File: src/rtl/gps_ca_pkg.sv
// Shared constants, FSM state type and G2 phase-select table for the C/A generator.
package gps_ca_pkg;

    localparam int unsigned CA_LEN  = 1023;
    localparam int unsigned PHASE_W = 10;
    localparam int unsigned LFSR_W  = 10;

    typedef enum logic [1:0] {
        IDLE = 2'd0,
        RUN  = 2'd1,
        SLEW = 2'd2
    } state_t;

    // {tapA, tapB} G2 stage pairs (stage numbers 1..10), indexed by PRN-1.
    localparam logic [7:0] G2_TAP_TABLE [32] = '{
        8'h26, 8'h37, 8'h48, 8'h59, 8'h19, 8'h2A, 8'h18, 8'h29,
        8'h3A, 8'h23, 8'h34, 8'h56, 8'h67, 8'h78, 8'h89, 8'h9A,
        8'h14, 8'h25, 8'h36, 8'h47, 8'h58, 8'h69, 8'h13, 8'h46,
        8'h57, 8'h68, 8'h79, 8'h8A, 8'h16, 8'h27, 8'h38, 8'h49
    };

endpackage

File: src/rtl/ca_gold_lfsr.sv
// G1/G2 Gold-code register pair with PRN-selected G2 phase taps.
// Ports:
//   clk, reset  clock and asynchronous active-high reset
//   advance     shift both registers one chip
//   restart     latch prn and reload both registers with all ones
//   prn         satellite index 0..31 (sampled on restart)
//   chip        current Gold-code chip (combinational from registers)
module ca_gold_lfsr
    import gps_ca_pkg::*;
(
    input  logic       clk,
    input  logic       reset,
    input  logic       advance,
    input  logic       restart,
    input  logic [4:0] prn,
    output logic       chip
);

    // Register bit k-1 holds polynomial stage k.
    logic [LFSR_W-1:0] g1;
    logic [LFSR_W-1:0] g2;
    logic [4:0]        prn_q;
    logic [3:0]        tap_a;
    logic [3:0]        tap_b;
    logic [3:0]        idx_a;
    logic [3:0]        idx_b;

    assign {tap_a, tap_b} = G2_TAP_TABLE[prn_q];
    assign idx_a = tap_a - 4'd1;
    assign idx_b = tap_b - 4'd1;
    assign chip  = g1[9] ^ g2[idx_a] ^ g2[idx_b];

    // G1 = 1+x^3+x^10, G2 = 1+x^2+x^3+x^6+x^8+x^9+x^10; shift left, feed stage 1.
    always_ff @(posedge clk or posedge reset) begin
        if (reset) begin
            prn_q <= '0;
            g1    <= '1;
            g2    <= '1;
        end else if (restart) begin
            prn_q <= prn;
            g1    <= '1;
            g2    <= '1;
        end else if (advance) begin
            g1 <= {g1[8:0], g1[2] ^ g1[9]};
            g2 <= {g2[8:0], g2[1] ^ g2[2] ^ g2[5] ^ g2[7] ^ g2[8] ^ g2[9]};
        end
    end

endmodule

File: src/rtl/ca_code_gen_epl.sv
// GPS L1 C/A code generator for one tracking channel with early/prompt/late
// replicas, PRN reload, code-phase slew handshake and code-epoch strobe.
// Ports:
//   clk, reset        clock and asynchronous active-high reset
//   enable            chip strobe from the code NCO
//   load, prn         restart the code at phase 0 for a new PRN
//   slew_req/chips    delay the code by slew_chips chips (RUN only)
//   slew_done, busy   slew completion pulse and in-progress flag
//   code_phase, epoch chip index of code_early and 1022->0 wrap pulse
//   code_early/prompt/late  replicas spaced SPACING chips apart
module ca_code_gen_epl
    import gps_ca_pkg::*;
#(
    parameter int unsigned SPACING = 1,
    parameter int unsigned SLEW_W  = 10
) (
    input  logic              clk,
    input  logic              reset,
    input  logic              enable,
    input  logic              load,
    input  logic [4:0]        prn,
    input  logic              slew_req,
    input  logic [SLEW_W-1:0] slew_chips,
    output logic              slew_done,
    output logic              busy,
    output logic [9:0]        code_phase,
    output logic              epoch,
    output logic              code_early,
    output logic              code_prompt,
    output logic              code_late
);

    localparam int unsigned LINE_W = 2 * SPACING;

    state_t            state;
    logic [SLEW_W-1:0] slew_cnt;
    logic [LINE_W-1:0] line;
    logic              chip;
    logic              advance;

    // Generator only moves on RUN strobes; load takes priority over enable.
    assign advance = (state == RUN) && enable && !load;

    ca_gold_lfsr u_lfsr (
        .clk     (clk),
        .reset   (reset),
        .advance (advance),
        .restart (load),
        .prn     (prn),
        .chip    (chip)
    );

    // Replicas read 0 while idle so a reset channel presents a quiet output.
    assign code_early  = chip & (state != IDLE);
    assign code_prompt = line[SPACING-1];
    assign code_late   = line[LINE_W-1];

    // Control FSM with phase counter, delay line, slew counter and strobes.
    always_ff @(posedge clk or posedge reset) begin
        if (reset) begin
            state      <= IDLE;
            code_phase <= '0;
            line       <= '0;
            slew_cnt   <= '0;
            slew_done  <= 1'b0;
            epoch      <= 1'b0;
            busy       <= 1'b0;
        end else begin
            slew_done <= 1'b0;
            epoch     <= 1'b0;
            if (load) begin
                state      <= RUN;
                code_phase <= '0;
                line       <= '0;
                slew_cnt   <= '0;
                busy       <= 1'b0;
            end else begin
                case (state)
                    IDLE: begin
                        state <= IDLE;
                    end
                    RUN: begin
                        if (enable) begin
                            line <= {line[LINE_W-2:0], code_early};
                            if (code_phase == PHASE_W'(CA_LEN - 1)) begin
                                code_phase <= '0;
                                epoch      <= 1'b1;
                            end else begin
                                code_phase <= code_phase + PHASE_W'(1);
                            end
                        end
                        if (slew_req) begin
                            slew_cnt <= slew_chips;
                            state    <= SLEW;
                            busy     <= 1'b1;
                        end
                    end
                    SLEW: begin
                        // A zero-length slew completes without consuming a strobe.
                        if (slew_cnt == '0) begin
                            state     <= RUN;
                            busy      <= 1'b0;
                            slew_done <= 1'b1;
                        end else if (enable) begin
                            slew_cnt <= slew_cnt - SLEW_W'(1);
                            if (slew_cnt == SLEW_W'(1)) begin
                                state     <= RUN;
                                busy      <= 1'b0;
                                slew_done <= 1'b1;
                            end
                        end
                    end
                    default: begin
                        state <= IDLE;
                    end
                endcase
            end
        end
    end

endmodule
File: config.mk
export PLATFORM = sky130hd
export DESIGN_NAME = ca_code_gen_epl
export DESIGN_NICKNAME = d
export VERILOG_FILES = /design/src/rtl/gps_ca_pkg.sv /design/src/rtl/ca_gold_lfsr.sv /design/src/rtl/ca_code_gen_epl.sv
export SDC_FILE = /design/constraint.sdc
export NUM_CORES = 1
export LEC_CHECK = 0
export ABC_AREA = 1
export ABC_CLOCK_PERIOD_IN_PS = 4800
export CAP_MARGIN = 20
export CORE_ASPECT_RATIO = 1.25
export CORE_MARGIN = 2
export CORE_UTILIZATION = 45
export DETAILED_ROUTE_END_ITERATION = 12
export PLACE_DENSITY_LB_ADDON = 0.05
export SYNTH_ARGS = -nofsm -noshare
export SYNTH_HDL_FRONTEND = slang
export SYNTH_SLANG_ARGS = --single-unit
File: constraint.sdc
create_clock -name clk -period 4.8 [get_ports clk]
set_input_delay 0.72 -clock clk [delete_from_list [all_inputs] [get_ports clk]]
set_output_delay 0.72 -clock clk [all_outputs]
set_load 0.02 [all_outputs]
==> key figures, run 1 <==
Timing
  • Setup TNS: 0 ns
  • Min Clock Period, post-route: 4.24 ns
  • Final worst setup slack: 0.564 ns
  • Max_slew headroom: 0.577
  • Fmax: 0.236 GHz
  • Worst-Margin Slew: around 0.63 ns
  • RSZ-0062 raised after global routing: false
  • Number of setup violations in the final report: 0
  • Final Cycle Share: 0.883
  • Count of pins over their slew limit: 0
  • Setup Skew: 0.00916 ns
  • WHS: 0.488 ns
  • Final Hold Viols: 0

Drt
  • Vias/cell: 5.12
  • WL/cell: roughly 13 µm
  • Total Wirelength: 7400 µm
  • Number of detailed-route iterations in the first pass: 4
  • Post-route ant nets: 0
  • Via Count: 3021
  • Drt drc: 0
  • DR iter-0 viols: ~140

Global route
  • Vias in the first global route: 2823
  • Antenna violations before repair: 0
  • Pin count of the biggest net entering global routing: 53
  • Overall routing resource usage: 0.190
  • Global-route wire length before repair: 12600 µm
  • Grt ovf: 0

Logic synthesis
  • Synth Flop Type: dfrtp_1
  • Post-Syn Area: approximately 3400 µm²
  • Post-Syn Instances: 463
  • Top post-synthesis cells by count: nand2_1, inv_1, nand3_1
  • Sequential fraction of the synthesis area: 0.385
  • Synth unique cells: 37
  • Number of enable flip-flop cells after synthesis: 0
  • Yosys top cell area share: 0.233
  • Ys Warns: 0
  • Post-synth top area cell: dfrtp_1
  • Synth area leaders: dfrtp_1, dfstp_2, nand2_1
  • Yosys reg bits: 52
  • FFs w/ async S/R, synth: 1.00
  • Avg Cell Area, Syn: 7.43 µm²
  • Syn nets: around 500
  • Count leader, synth: nand2_1

Setup path
  • Crit path max-delay family: buffers and inverters
  • Reg2Reg Setup Slack: slightly above 2 ns
  • Worst EP required: 4.08 ns
  • CP most frequent cell: nand3_1
  • Worst Path Buf+Inv: 3
  • Crit-path max FO: 15
  • Critical path data arrival time: 3.52 ns
  • FF-to-FF Start: u_lfsr.prn_q[2]
  • Critical-path top delay cell: dfrtp_1
  • CP cell instances: inv_2, ha_1, nor2_1, nor2_1, nand2_2, nand2_4, ha_1, inv_1, nand3_1, nand3_1, nand3_2, nand2_2, nand3_1, a21boi_1, clkdlybuf4s50_1
  • Reg2reg end: line[0]
  • Max incr delay on CP: about 0.64 ns
  • CP Launch Type: flop
  • Critical Path End Type: primary output
  • Cells on worst reg2reg path: 17
  • CP Class: reg2out

CTS
  • TritonCTS Sinks: 52
  • Post CTS Setup Buffer Count: 0
  • Worst-path clk slew: roughly 0.1 ns
  • Num CTS Buffers: 5
  • H-tree depth: 2
  • Clk_lat worst skew: 0.30 ns
  • CTS Buffer Depth: 2
  • Post-CTS Resized: 0
  • CTS Hold Bufs: 0
  • Root buffer cell: clkbuf_8
  • CTS tree: built

Power and ir drop
  • PwrDens: about 310 nW/µm²
  • P_leak: between 1.5 and 2 nW
  • Max IR drop VDD: 0.000210 V

Place
  • DP Worst Slack: 0.933 ns
  • Cells after DPL: 581
  • Post-DP HPWL: 5600 µm
  • GPL Wtd Cong: 0.802
  • Buffers on Ports: 35

Floorplanning
  • Die outline width: 82.2 µm
  • I/O pins: 36
  • Initial Util: 0.465
  • Die Footprint: 8370 µm²
  • Std cell rows: 35
  • Core area: 7400 µm²
  • Die Y: 102 µm

Status
  • Status: finished clean

Cells and area
  • # fillers: 765
  • Layout cell share with drive strength beyond 1: 0.122
  • Final non-filler cell total: 590
  • Area grow syn2layout: 15.8%
  • Antenna cells: 0
  • Nets: around 530

Flow run
  • # Max-Cap Violations: 0

Min path
  • HP Class: reg2reg
  • WHS Path Cells: 2
  • Hold_sp: u_lfsr.g1[6]
  • Hold worst-path end: u_lfsr.g1[7]
-- metrics by stage --
stage                     power (W)   util  instance area (µm²)
after floorplan            0.000866      -                 3440
after global placement     0.000974  0.522                 3860
after detailed placement   0.000980  0.522                 3860
after CTS                   0.00127  0.536                 3970
after global routing        0.00135  0.538                 3990
final                       0.00125  0.538                 3990
-- worst register-to-register path, delay by kind of cell, from the launching register on --
| family | cells | cell delay (ns) |
|---|---|---|
| adder cells (fa/ha/maj) | 2 | 0.68 |
| buffers and inverters | 3 | 0.37 |
| flip-flops | 1 | 0.64 |
| AND/OR/NAND/NOR | 12 | 1.00 |
-- registers in the layout (all words and copies together), names as in the netlist, 2 cells and up --
name,count
slew_cnt,10
state,2
u_lfsr.g1,10
u_lfsr.g2,10
line,2
u_lfsr.prn_q,5
code_phase,10
-- per-layer routing --
metal	routed length, µm	track usage
met4	67	0.0436
met5	0	0
met2	3630	0.319
met3	119	0.0214
met1	3590	0.260
-- power breakdown --
part           internal (W)  switching (W)  leakage (nW)
clock              0.000134       0.000144        0.0566
combinational      0.000172       0.000281          1.31
sequential         0.000478      0.0000430         0.632
total              0.000784       0.000468          2.00
-- layout by cell type, fill, tap and decap left out, drive strengths merged, types with 6 or more instances in the layout --
cell / n
xor2: 7
a21oi: 15
o21ai: 38
dfstp: 20
nand2: 109
nor3: 7
nor2: 32
ha: 15
nand3: 57
a22oi: 20
dfrtp: 32
clkdlybuf4s50: 35
inv: 77
clkbuf: 6
-- logic make-up (layout without fill, tap and decap cells) --
logic type,count (synthesis),count (layout),share of synthesized area
AO/OA/AOI/OAI,86,86,0.153
adder cells (fa/ha/maj),15,15,0.0545
flip-flops,52,52,0.385
AND/OR/NAND/NOR,211,211,0.277
XOR/XNOR,11,11,0.0280
buffers and inverters,88,123,0.102
-- worst max-delay path by stage --
stage | start | end | depth (start not counted)
6_report | u_lfsr.prn_q[2] | code_early | 15
5_1_grt | u_lfsr.prn_q[2] | code_early | 16
4_1_cts | u_lfsr.prn_q[2] | code_early | 15
3_5_place_dp | u_lfsr.prn_q[2] | code_early | 15
3_3_place_gp | u_lfsr.prn_q[2] | code_early | 15
2_1_floorplan | u_lfsr.prn_q[0] | code_early | 14
-- area by class of cell --
class / count / area [µm²] / share of cell area
clock inverter: 2 / 11.3 / 0.00283
inverter: 77 / 289 / 0.0725
tap: 92 / 115 / 0.0289
multi-input combinational: 323 / 1760 / 0.443
timing repair buffer: 38 / 385 / 0.0967
sequential: 52 / 1330 / 0.333
clock buffer: 6 / 93.8 / 0.0235
No activity file was read; power rests on OpenSTA's default activity.
==> inputs of run 2 (changes only) <==
--- a/config.mk
+++ b/config.mk
@@ -10,7 +10,7 @@
 export CAP_MARGIN = 20
 export CORE_ASPECT_RATIO = 1.25
 export CORE_MARGIN = 2
-export CORE_UTILIZATION = 45
+export CORE_UTILIZATION = 40
 export DETAILED_ROUTE_END_ITERATION = 12
 export PLACE_DENSITY_LB_ADDON = 0.05
 export SYNTH_ARGS = -nofsm -noshare
==> key figures, run 2 (same netlist as run 1, synthesis figures left out) <==
Status
  • Status: finished clean

Floorplanning
  • Die outline width: 87.0 µm (+5.8%)
  • Initial Util: 0.415 (-0.0497)
  • I/O pins: 36 (unchanged)
  • Die Footprint: 9370 µm² (+12%)
  • Core area: 8290 µm² (+12%)
  • Die Y: 108 µm (+5.8%)
  • Std cell rows: 37 (+5.7%)

Timing
  • Setup TNS: 0 ns (unchanged)
  • WHS: 0.482 ns (-0.00617 ns)
  • Max_slew headroom: 0.551 (-0.0257)
  • Final Hold Viols: 0 (unchanged)
  • Setup Skew: 0.0141 ns (+0.00489 ns)
  • Fmax: 0.235 GHz (-0.33%)
  • Worst-Margin Slew: 0.671 ns (+0.0384 ns)
  • RSZ-0062 raised after global routing: false
  • Number of setup violations in the final report: 0 (unchanged)
  • Min Clock Period, post-route: 4.25 ns (+0.0140 ns)
  • Count of pins over their slew limit: 0 (unchanged)
  • Final Cycle Share: 0.885 (+0.00292)

Place
  • Buffers on Ports: 35 (unchanged)
  • GPL Wtd Cong: 0.891 (+11%)
  • Post-DP HPWL: 5970 µm (+6.6%)

Global route
  • Pin count of the biggest net entering global routing: 30 (-43%)
  • Overall routing resource usage: 0.179 (-0.0102)
  • Vias in the first global route: 3007 (+6.5%)
  • Grt ovf: 0 (unchanged)
  • Global-route wire length before repair: 13600 µm (+8.1%)
  • Antenna violations before repair: 0 (unchanged)

Power and ir drop
  • Max IR drop VDD: 0.000170 V (-19%)
  • Comb pwr share: 0.349 (-0.013)
  • Psw: 0.000476 W (+1.7%)
  • P_int: 0.000819 W (+4.5%)
  • P_leak: 2.00 nW (about the same)
  • Clk pwr share: 0.249 (+0.027)
  • PwrDens: 324 nW/µm² (+3.2%)
  • Register share of total power: 0.402 (-0.014)
  • Net Sw Frac: 0.368 (-0.00626)

Cells and area
  • Layout cell share with drive strength beyond 1: 0.122 (unchanged)
  • Antenna cells: 0 (unchanged)
  • Most frequent cells in the layout: nand2_1, inv_1, nand3_1, clkdlybuf4s50_1, dfrtp_1
  • Area grow syn2layout: 16.1%
  • Nets: 532 (unchanged)
  • Commonest non-fill, non-tap cell in the layout: nand2_1

CTS
  • Num CTS Buffers: 5 (unchanged)
  • CTS Buffer Depth: 2 (unchanged)
  • Post-CTS Resized: 0 (unchanged)
  • CTS Hold Bufs: 0 (unchanged)
  • Worst-path clk slew: 0.10 ns (about the same)
  • Clk_lat worst skew: 0.32 ns (+0.02 ns)
  • H-tree depth: 2 (unchanged)
  • CTS tree: built
  • TritonCTS Sinks: 52 (unchanged)
  • Root buffer cell: clkbuf_8
  • Post CTS Setup Buffer Count: 0 (unchanged)

Drt
  • Via Count: 3078 (+1.9%)
  • Vias/cell: 5.17 (+1.0%)
  • Total Wirelength: 7850 µm (+6.0%)
  • Post-route ant nets: 0 (unchanged)
  • Number of detailed-route iterations in the first pass: 4 (unchanged)
  • Drt drc: 0 (unchanged)
  • WL/cell: 13.2 µm (+5.1%)
  • DR iter-0 viols: 129 (-6.5%)

Min path
  • WHS Path Cells: 2 (unchanged)
  • HP Class: reg2reg

Setup path
  • CP cell instances: inv_2, ha_1, nor2_1, nor2_1, nand2_2, nand2_4, ha_1, inv_1, nand3_1, nand2_1, nand3_1, nand3_1, nand2_2, inv_1, nand3_1, a21boi_1, clkdlybuf4s50_1
  • CP Launch Type: flop
  • Critical path data arrival time: 3.53 ns (about the same)
  • Reg2Reg Setup Slack: 2.07 ns (+0.05 ns)
  • Critical-path top delay cell: dfrtp_1
  • CP Class: reg2out
  • CP most frequent cell: nand3_1
  • Cells on worst reg2reg path: 17 (unchanged)
  • Worst setup path start: u_lfsr.prn_q[2]
  • Reg2reg end: line[0]
  • FF-to-FF Start: u_lfsr.prn_q[2]
  • Critical Path End Type: primary output
  • Crit-path max FO: 15 (unchanged)
  • Worst EP required: 4.08 ns (about the same)
  • Setup crit end: code_early
  • Max incr delay on CP: 0.64 ns (about the same)

Flow run
  • # Max-Cap Violations: 0 (unchanged)
-- run 2: power by group through the flow --
| stage | Combinational (W) | Clock [W] | Sequential [W] |
|---|---|---|---|
| 4_1_cts | 0.000458 | 0.000335 | 0.000520 |
| 5_1_grt | 0.000520 | 0.000349 | 0.000526 |
| 3_5_place_dp | 0.000456 | 0 | 0.000527 |
| 6_report | 0.000453 | 0.000323 | 0.000520 |
| 2_1_floorplan | 0.000346 | 0 | 0.000520 |
| 3_3_place_gp | 0.000455 | 0 | 0.000527 |
-- run 2: metal layers --
metal  track usage  routed length [µm]  up-vias
met2         0.316                3880       47
li1              -                   -     1581
met5             0                   0        -
met3        0.0253                 207       16
met1         0.217                3550     1434
met4        0.0714                 204        0
-- run 2: worst min-delay path by stage --
stage	from	end
2_1_floorplan	u_lfsr.g1[0]	u_lfsr.g1[0]
3_3_place_gp	u_lfsr.g1[8]	u_lfsr.g1[9]
3_5_place_dp	u_lfsr.g1[0]	u_lfsr.g1[0]
4_1_cts	u_lfsr.g1[0]	u_lfsr.g1[0]
5_1_grt	u_lfsr.g1[8]	u_lfsr.g1[9]
6_report	u_lfsr.g1[0]	u_lfsr.g1[0]
-- run 2: layout make-up --
type | count | area, µm²
clock inverters | 2 | 38.8
repair buffers | 38 | 373
inverters | 77 | 289
well taps | 97 | 121
flip-flops and latches | 52 | 1330
multi-input cells | 323 | 1760
clock buffers | 6 | 82.6
fillers | 853 | 4290
-- run 2: worst max-delay path: cells and delay by family, from the launching register on --
family	cells	cell delay, ns
AO/OA/AOI/OAI	1	0.14
adder cells (fa/ha/maj)	2	0.56
buffers and inverters	4	0.98
flip-flops	1	0.64
AND/OR/NAND/NOR	10	0.89
-- run 2: stage by stage --
stage | power (W) | setup slack, ns | cells | area, µm² | util
2_1_floorplan | 0.000866 | 1.67 | 463 | 3440 | -
3_3_place_gp | 0.000982 | 0.916 | 587 | 3870 | 0.467
3_5_place_dp | 0.000984 | 0.884 | 587 | 3870 | 0.467
4_1_cts | 0.00131 | 0.540 | 595 | 4000 | 0.482
5_1_grt | 0.00140 | 0.243 | 595 | 4000 | 0.482
6_report | 0.00130 | 0.550 | 595 | 4000 | 0.482
==> inputs of run 3 (changes only) <==
--- a/config.mk
+++ b/config.mk
@@ -10,7 +10,7 @@
 export CAP_MARGIN = 20
 export CORE_ASPECT_RATIO = 1.25
 export CORE_MARGIN = 2
-export CORE_UTILIZATION = 40
+export CORE_UTILIZATION = 49
 export DETAILED_ROUTE_END_ITERATION = 12
 export PLACE_DENSITY_LB_ADDON = 0.05
 export SYNTH_ARGS = -nofsm -noshare
==> key figures, run 3 (same netlist as run 1, synthesis figures left out) <==
CTS
  • H-tree depth: 2 (unchanged)
  • Num CTS Buffers: 5 (unchanged)
  • Clk_lat worst skew: 0.31 ns (about the same)
  • Root buffer cell: clkbuf_8
  • Post-CTS Resized: 0 (unchanged)
  • Post CTS Setup Buffer Count: 0 (unchanged)
  • TritonCTS Sinks: 52 (unchanged)
  • CTS tree: built
  • Worst-path clk slew: 0.11 ns (about the same)
  • CTS Buffer Depth: 2 (unchanged)
  • CTS Hold Bufs: 0 (unchanged)

Drt
  • Via Count: 3011 (-2.2%)
  • WL/cell: 12.4 µm (-5.7%)
  • DR iter-0 viols: 173 (+34%)
  • Drt drc: 0 (unchanged)
  • Number of detailed-route iterations in the first pass: 4 (unchanged)
  • Post-route ant nets: 0 (unchanged)
  • Vias/cell: 5.12 (-1.0%)
  • Total Wirelength: 7310 µm (-6.8%)

Global route
  • GR Util met1: 0.258 (+0.0418)
  • Overall routing resource usage: 0.201 (+0.0216)
  • Busiest grt layer: met2
  • GR Util met3: 0.0260 (+0.000716)
  • Antenna violations before repair: 0 (unchanged)
  • Pin count of the biggest net entering global routing: 53 (+77%)
  • Grt met2 use: 0.355 (+0.0396)
  • Global-route wire length before repair: 12700 µm (-6.2%)
  • Grt ovf: 0 (unchanged)
  • Vias in the first global route: 2886 (-4.0%)

Setup path
  • CP cell instances: inv_2, ha_1, nor2_1, nor2_1, nand2_2, nand2_4, ha_1, inv_1, nand3_1, nand2_1, nand3_1, nand3_1, nand2_2, inv_1, nand3_1, a21boi_1, clkdlybuf4s50_1
  • CP Class: reg2out
  • Worst Path Buf+Inv: 4 (unchanged)
  • CP most frequent cell: nand3_1
  • Critical path data arrival time: 3.49 ns (-0.04 ns)
  • Critical Path End Type: primary output
  • Crit path max-delay family: buffers and inverters
  • Crit-path max FO: 15 (unchanged)
  • Worst EP required: 4.08 ns (about the same)
  • CP Launch Type: flop
  • Critical-path top delay cell: dfrtp_1
  • Max incr delay on CP: 0.63 ns (about the same)

Cells and area
  • Layout cell share with drive strength beyond 1: 0.122 (unchanged)
  • Final non-filler cell total: 588 (-1.2%)
  • Most frequent cells in the layout: nand2_1, inv_1, nand3_1, clkdlybuf4s50_1, dfrtp_1
  • Post-route design area: 3970 µm² (-0.56%)
  • Commonest non-fill, non-tap cell in the layout: nand2_1
  • Nets: 532 (unchanged)
  • Area grow syn2layout: 15.4%
  • Antenna cells: 0 (unchanged)
  • # fillers: 687 (-19%)

Status
  • Status: finished clean

Place
  • Cells after DPL: 579 (-1.4%)
  • DP Worst Slack: 0.911 ns (+0.0268 ns)
  • Placement Cell Area: 3860 µm² (-0.42%)
  • GPL Wtd Cong: 0.820 (-7.9%)
  • Buffers on Ports: 35 (unchanged)
  • Post-DP HPWL: 5500 µm (-7.9%)

Floorplanning
  • I/O pins: 36 (unchanged)
  • Initial Util: 0.499 (+0.0841)
  • Std cell rows: 34 (-8.1%)
  • Die Y: 97.7 µm (-9.3%)
  • Die outline width: 79.0 µm (-9.2%)
  • Core area: 6890 µm² (-17%)
  • Die Footprint: 7720 µm² (-18%)

Timing
  • Final Hold Viols: 0 (unchanged)
  • Worst-Margin Slew: 0.650 ns (-0.0210 ns)
  • Setup TNS: 0 ns (unchanged)
  • Max_slew headroom: 0.565 (+0.0140)
  • Min Clock Period, post-route: 4.21 ns (-0.0361 ns)
  • Number of setup violations in the final report: 0 (unchanged)
  • Count of pins over their slew limit: 0 (unchanged)
  • Setup Skew: 0.0154 ns (+0.00132 ns)
  • Final worst setup slack: 0.586 ns (+0.0361 ns)
  • RSZ-0062 raised after global routing: false
  • Fmax: 0.237 GHz (+0.86%)
  • Final Cycle Share: 0.878 (-0.00753)

Min path
  • HP Class: reg2reg

Power and ir drop
  • Max IR drop VDD: 0.000191 V (+12%)
  • P_leak: 1.99 nW (-0.40%)
  • Total power: 0.00124 W (-4.6%)
  • PwrDens: 311 nW/µm² (-4.1%)

Flow run
  • # Max-Cap Violations: 0 (unchanged)
-- run 3: cell count changes in the layout (fill, tap and decap cells not counted) --
cell and change:
clkbuf_8 -1, clkinv_4 +1, buf_12 +1, bufinv_16 -1, buf_4 -1, inv_6 +1
-- run 3: worst paths after layout --
kind	startpoint	endpoint	slack, ns	depth (start not counted)
worst max-delay path	u_lfsr.prn_q[2]	code_early	0.59	17
worst min-delay path	u_lfsr.g1[5]	u_lfsr.g1[6]	0.49	2
worst max register to register	u_lfsr.prn_q[2]	line[0]	2.06	17
worst min register to register	u_lfsr.g1[5]	u_lfsr.g1[6]	0.49	2
max in group asynchronous	reset	u_lfsr.g2[1]	3.59	3
min in group asynchronous	reset	code_phase[7]	0.66	2
-- run 3: per-layer routing --
layer / up-vias / share of wire
met5: - / 0
met4: 0 / 0.012
met3: 7 / 0.025
met2: 50 / 0.50
met1: 1371 / 0.46
li1: 1583 / -
-- run 3: area by class of cell --
class | instances | area, µm² | area share
flip-flops and latches | 52 | 1330 | 0.334
well taps | 90 | 113 | 0.0283
inverters | 77 | 289 | 0.0728
clock inverters | 3 | 26.3 | 0.00661
repair buffers | 38 | 385 | 0.0970
clock buffers | 5 | 68.8 | 0.0173
multi-input cells | 323 | 1760 | 0.444
-- run 3: metrics by stage --
stage,utilization,hold slack [ns]
5_1_grt,0.576,0.517
3_5_place_dp,0.560,0.473
6_report,0.576,0.487
4_1_cts,0.574,0.493
3_3_place_gp,0.560,0.468
2_1_floorplan,-,0.447
-- run 3: report_power, final --
group	internal, W	switching (W)	total, W
Clock	0.000107	0.000153	0.000259
Combinational	0.000172	0.000284	0.000456
Sequential	0.000478	0.0000418	0.000519
-- run 3: worst reg2reg max path, delay by kind of cell, from the launching register on --
family        cells  cell delay, ns
flops             1            0.63
fa+ha+maj         2            0.68
simple gates     12            0.98
buf+inv           3            0.35
